File: src/rtl/fifo_ser_pkg.sv
// Shared types and line levels for the FIFO-fed serial transmitter.
// Holds the FSM state enum and the tx levels for idle, start and stop bits.
package fifo_ser_pkg;

    typedef enum logic [2:0] {
        IDLE,
        POP,
        LOAD,
        START,
        DATA,
        STOP
    } ser_state_e;

    localparam logic TX_IDLE   = 1'b1;
    localparam logic START_BIT = 1'b0;
    localparam logic STOP_BIT  = 1'b1;

endpackage

File: src/rtl/ser_bit_timer.sv
// Bit-period timer: counts clk cycles within one serial bit.
// Ports: clk, reset (sync, active-high), run (count enable), tick (last cycle of a bit).
module ser_bit_timer #(
    parameter int CLKS_PER_BIT = 4,
    parameter int CNT_W        = $clog2(CLKS_PER_BIT)
) (
    input  logic clk,
    input  logic reset,
    input  logic run,
    output logic tick
);

    localparam logic [CNT_W-1:0] LAST = CNT_W'(CLKS_PER_BIT - 1);

    logic [CNT_W-1:0] cnt;

    assign tick = run && (cnt == LAST);

    // Counter is held at zero outside a frame so every bit starts aligned.
    always_ff @(posedge clk) begin
        if (reset || !run) begin
            cnt <= '0;
        end else if (tick) begin
            cnt <= '0;
        end else begin
            cnt <= cnt + CNT_W'(1);
        end
    end

endmodule

File: src/rtl/fifo_serializer.sv
// Pops words from a synchronous FIFO and sends each as a start/data(LSB first)/stop frame.
// Ports: clk, reset, enable, empty_bar, data_in (FIFO side); get, tx, busy, frame_done.
module fifo_serializer
    import fifo_ser_pkg::*;
#(
    parameter int WIDTH        = 16,
    parameter int CLKS_PER_BIT = 4
) (
    input  logic             clk,
    input  logic             reset,
    input  logic             enable,
    input  logic             empty_bar,
    input  logic [WIDTH-1:0] data_in,
    output logic             get,
    output logic             tx,
    output logic             busy,
    output logic             frame_done
);

    localparam int CNT_W = $clog2(CLKS_PER_BIT);
    localparam int IDX_W = $clog2(WIDTH);
    localparam logic [IDX_W-1:0] LAST_IDX = IDX_W'(WIDTH - 1);

    ser_state_e       state;
    logic [WIDTH-1:0] shreg;
    logic [IDX_W-1:0] idx;
    logic             run;
    logic             tick;

    assign run = (state == START) || (state == DATA) || (state == STOP);

    // Decoded from registered state and counter only; no input path.
    assign frame_done = (state == STOP) && tick;

    ser_bit_timer #(
        .CLKS_PER_BIT(CLKS_PER_BIT),
        .CNT_W       (CNT_W)
    ) u_timer (
        .clk  (clk),
        .reset(reset),
        .run  (run),
        .tick (tick)
    );

    // Outputs are loaded on the edge that enters the state they belong to.
    always_ff @(posedge clk) begin
        if (reset) begin
            state <= IDLE;
            tx    <= TX_IDLE;
            get   <= 1'b0;
            busy  <= 1'b0;
            shreg <= '0;
            idx   <= '0;
        end else begin
            get <= 1'b0;
            case (state)
                IDLE: begin
                    if (enable && empty_bar) begin
                        state <= POP;
                        get   <= 1'b1;
                        busy  <= 1'b1;
                    end
                end
                POP: begin
                    state <= LOAD;
                end
                LOAD: begin
                    shreg <= data_in;
                    state <= START;
                    tx    <= START_BIT;
                end
                START: begin
                    if (tick) begin
                        state <= DATA;
                        idx   <= '0;
                        tx    <= shreg[0];
                    end
                end
                DATA: begin
                    if (tick) begin
                        shreg <= shreg >> 1;
                        if (idx == LAST_IDX) begin
                            state <= STOP;
                            idx   <= '0;
                            tx    <= STOP_BIT;
                        end else begin
                            idx <= idx + IDX_W'(1);
                            tx  <= shreg[1];
                        end
                    end
                end
                STOP: begin
                    if (tick) begin
                        if (enable && empty_bar) begin
                            state <= POP;
                            get   <= 1'b1;
                        end else begin
                            state <= IDLE;
                            busy  <= 1'b0;
                        end
                    end
                end
                default: begin
                    state <= IDLE;
                    tx    <= TX_IDLE;
                    busy  <= 1'b0;
                end
            endcase
        end
    end

endmodule

File: config.mk
export PLATFORM = sky130hd
export DESIGN_NAME = fifo_serializer
export DESIGN_NICKNAME = d
export VERILOG_FILES = /design/src/rtl/fifo_ser_pkg.sv /design/src/rtl/ser_bit_timer.sv /design/src/rtl/fifo_serializer.sv
export SDC_FILE = /design/constraint.sdc
export NUM_CORES = 1
export LEC_CHECK = 0
export BUFFER_PORTS_ARGS = -buffer_cell sky130_fd_sc_hd__clkbuf_2
export CORE_MARGIN = 1.5
export CORE_UTILIZATION = 54
export CTS_BUF_LIST = sky130_fd_sc_hd__clkbuf_8 sky130_fd_sc_hd__clkbuf_16
export DETAILED_ROUTE_END_ITERATION = 8
export PLACE_DENSITY = 0.87
export SLEW_MARGIN = 25
export SYNTH_ARGS = -nofsm -noshare
export SYNTH_HDL_FRONTEND = slang
export SYNTH_SLANG_ARGS = --single-unit
export TNS_END_PERCENT = 5
File: constraint.sdc
create_clock -name clk -period 2.3 [get_ports clk]
set_input_delay 0.69 -clock clk [delete_from_list [all_inputs] [get_ports clk]]
set_output_delay 0.69 -clock clk [all_outputs]
set_load 0.03 [all_outputs]
==> reports/results.tsv <==
stage	metric	value	unit
sta	slew_violations	0	
job	maxCapViolCount	0	
critical_path	worstReg2RegStart	state[1]$_SDFFE_PP0P_	
logic_synthesis	ys_seq_area_frac	0.3989	
place	place_area	1511	sq um
die	fp.coreArea	2477	sq um
logic_synthesis	syn_inst	175	
route	ant_nets	0	
die	die-area	2917	sq um
die	ios	24	
route	drc	0	
clock_network	cts_buffer_depth	2	
sta	finalHoldViolCount	0	
critical_path	end_kind	output pin	
logic_synthesis	synth-main-ff-cell	dfxtp_1	
hold_path	hp-class	register to register	
power	peakVddDrop	0.9666	mV
logic_synthesis	async_reset_ff_frac	0	
route	wl	3427	um
critical_path	crit_fanout	19	
logic_synthesis	yosys.area.top_type	dfxtp_1	
sta	setup_tns	0	ns
logic_synthesis	synth_cell_type_count	35	
sta	finalSetupViolations	0	
logic_synthesis	ys_ff_latch	28	
logic_synthesis	synthSimpleGateAreaFrac	0.2280	
route	wire_per_inst	15.58	um
logic_synthesis	yosys-top-cells-area	dfxtp_1 (40%), a311oi_1 (9.3%), o21ai_0 (7.1%)	
global_routing	grt_use_total	0.2474	
sta	finalCriticalPeriod	2.144	ns
clock_network	cts_buffers	3	
global_routing	grt_pass1_vias	1294	
logic_synthesis	synthesis.area	1405	sq um
logic_synthesis	syn_avg_cell_area	8.029	sq um
route	wl_met3	165	um
route	wl_met1	1458	um
sta	skew	0.004859	ns
sta	rsz0062_at_grt	no	
logic_synthesis	synth_top_area_frac	0.3989	
sta	period_share	0.9322	
place	dp_slack	0.4039	ns
global_routing	grt_pass1_wl	5313	um
power	p_leak	0.5606	nW
logic_synthesis	synth_top_family_by_area	compound AO/OA/AOI/OAI gates	
logic_synthesis	synth_warnings	0	
route	met2_length	1724	um
logic_synthesis	synth.area.mux_share	0.007124	
logic_synthesis	synth_fa_ha_area_frac	0.01781	
critical_path	worst_ep_required_time	1.61	ns
clock_network	postCtsSetupRepairBufs	0	
critical_path	reg2reg_setup_slack	0.44	ns
die	die_x	54.01	um
global_routing	grt_max_degree	31	
critical_path	worstSetupPathType	register to output pin	
logic_synthesis	synth_nets	197	
clock_network	clock_latency	0.27	ns
finish	area_growth	12.82	%
finish	final_cells	220	
critical_path	reg2reg_depth	5	
place	place_congestion	0.8220	
place	io_buffers	23	
global_routing	antenna_found_initial	0	
logic_synthesis	synth_edf_count	0	
clock_network	clkSinkCount	28	
die	rows	18	
die	die_h	54.01	um
global_routing	grt-ovfl-total	0	
route	drt-vias-per-instance	6.227	
sta	relSlewSlack	0.6184	
finish	design_area	1585	sq um
clock_network	cts-root-buf	clkbuf_8	
finish	n_fill_cell	230	
clock_network	holdBufCountCts	0	
critical_path	r2r-end	shreg[14]$_SDFFE_PP0P_	
sta	worst_pin_slew	0.5717	ns
outcome	status	finished, final reports clean	
hold_path	holdPathStages	1	
critical_path	crit_path_start_kind	register	
clock_network	clk_pin_slew	0.09	ns
place	hpwl	2280	um
clock_network	cts_htree_levels	1	
clock_network	cts_tree	built	
sta	setup_ws	0.1559	ns
route	drt_iter0_drc	55	
critical_path	crit_start	state[2]$_SDFFE_PP0P_	
critical_path	cp-endpoint	frame_done	
die	initial_core_util	0.5672	
clock_network	cts_resized	0	
route	vias	1370	
power	power_density	964.3	nW/um^2
sta	fmax	0.4664	GHz
route	dr.pass1.iters	4	
logic_synthesis	synth-compound-area-share	0.2778	
finish	num_antenna_cells	0	
place	dp.cells	216	
finish	drive_gt1_frac	0.1895	
finish	nets	213	
sta	hold_slack	0.4538	ns
critical_path	worstPathArrival	1.45	ns
logic_synthesis	synth-xor-area-share	0	
route	highest_layer	met4	
## how the worst min path moves through the flow
stage,slack [ns],startpoint,end
floorplan,0.41,u_timer.cnt[0]$_SDFF_PP0_,u_timer.cnt[0]$_SDFF_PP0_
CTS,0.45,u_timer.cnt[0]$_SDFF_PP0_,u_timer.cnt[0]$_SDFF_PP0_
global placement,0.42,u_timer.cnt[0]$_SDFF_PP0_,u_timer.cnt[0]$_SDFF_PP0_
finish,0.45,u_timer.cnt[0]$_SDFF_PP0_,u_timer.cnt[0]$_SDFF_PP0_
detailed placement,0.44,u_timer.cnt[0]$_SDFF_PP0_,u_timer.cnt[0]$_SDFF_PP0_
global route,0.47,u_timer.cnt[0]$_SDFF_PP0_,u_timer.cnt[0]$_SDFF_PP0_
## cell families (layout without fill, tap and decap cells)
kind of cell,after synthesis,in the layout
buffers and inverters,20,35
flip-flops,28,28
AND/OR/NAND/NOR,66,66
adder cells (fa/ha/maj),2,2
AO/OA/AOI/OAI,58,58
multiplexers,1,1
## per-layer routing
| metal | global-route usage | up-vias |
|---|---|---|
| met1 | 0.2627 | 646 |
| met3 | 0.06667 | 10 |
| met5 | 0 | - |
| met4 | 0.09167 | 0 |
| li1 | - | 674 |
| met2 | 0.4614 | 40 |
## cell usage after synthesis, types with 2 or more instances
| library cell | count |
|---|---|
| a2111oi_0 | 4 |
| a21oi_1 | 11 |
| a311oi_1 | 15 |
| buf_2 | 4 |
| buf_4 | 3 |
| clkbuf_1 | 9 |
| dfxtp_1 | 28 |
| ha_1 | 2 |
| inv_1 | 3 |
| nand2_1 | 22 |
| nand2b_1 | 4 |
| nand3_1 | 3 |
| nand3b_1 | 3 |
| nor2_1 | 21 |
| nor2b_1 | 2 |
| nor3_1 | 3 |
| o21ai_0 | 20 |
## critical path, cell delays in order, from the launching register on
cell and delay (ns):
dfxtp_1 0.68, nand2b_1 0.17, nor2_1 0.13, clkbuf_2 0.21
## placed cells by master, fill, tap and decap left out, types with 3 or more instances in the layout
| cell | n |
|---|---|
| buf_4 | 5 |
| nand3_1 | 3 |
| clkbuf_2 | 23 |
| inv_1 | 3 |
| nand2b_1 | 4 |
| o21ai_0 | 20 |
| dfxtp_1 | 28 |
| nand3b_1 | 3 |
| clkbuf_8 | 3 |
| a21oi_1 | 10 |
| nor2_1 | 21 |
| nor3_1 | 3 |
| a2111oi_0 | 4 |
| nand2_1 | 22 |
| a311oi_1 | 15 |
## metrics by stage
stage | total power, mW | util
after CTS | 1.528 | 0.6389
after floorplan | 1.035 | -
after global routing | 1.611 | 0.6399
after detailed placement | 1.139 | 0.6101
after global placement | 1.102 | 0.6101
final | 1.529 | 0.6399
## sequential cells by signal, summed over array words and instances (netlist names)
name         count
busy             1
get              1
idx              4
shreg           16
state            3
tx               1
u_timer.cnt      2
## final cells by class
| type | count | area [sq um] | share of cell area |
|---|---|---|---|
| clock inverters | 1 | 30.03 | 0.01894 |
| repair buffers | 28 | 152.6 | 0.09629 |
| clock buffers | 3 | 41.29 | 0.02605 |
| multi-input cells | 127 | 752.0 | 0.4743 |
| well taps | 30 | 37.54 | 0.02368 |
| inverters | 3 | 11.26 | 0.007103 |
| flip-flops and latches | 28 | 560.5 | 0.3536 |
## power by group
part | switching [mW] | internal [mW]
registers | 0.0905 | 0.596
clock network | 0.151 | 0.233
logic | 0.276 | 0.182
No activity file was read; power rests on OpenSTA's default activity.
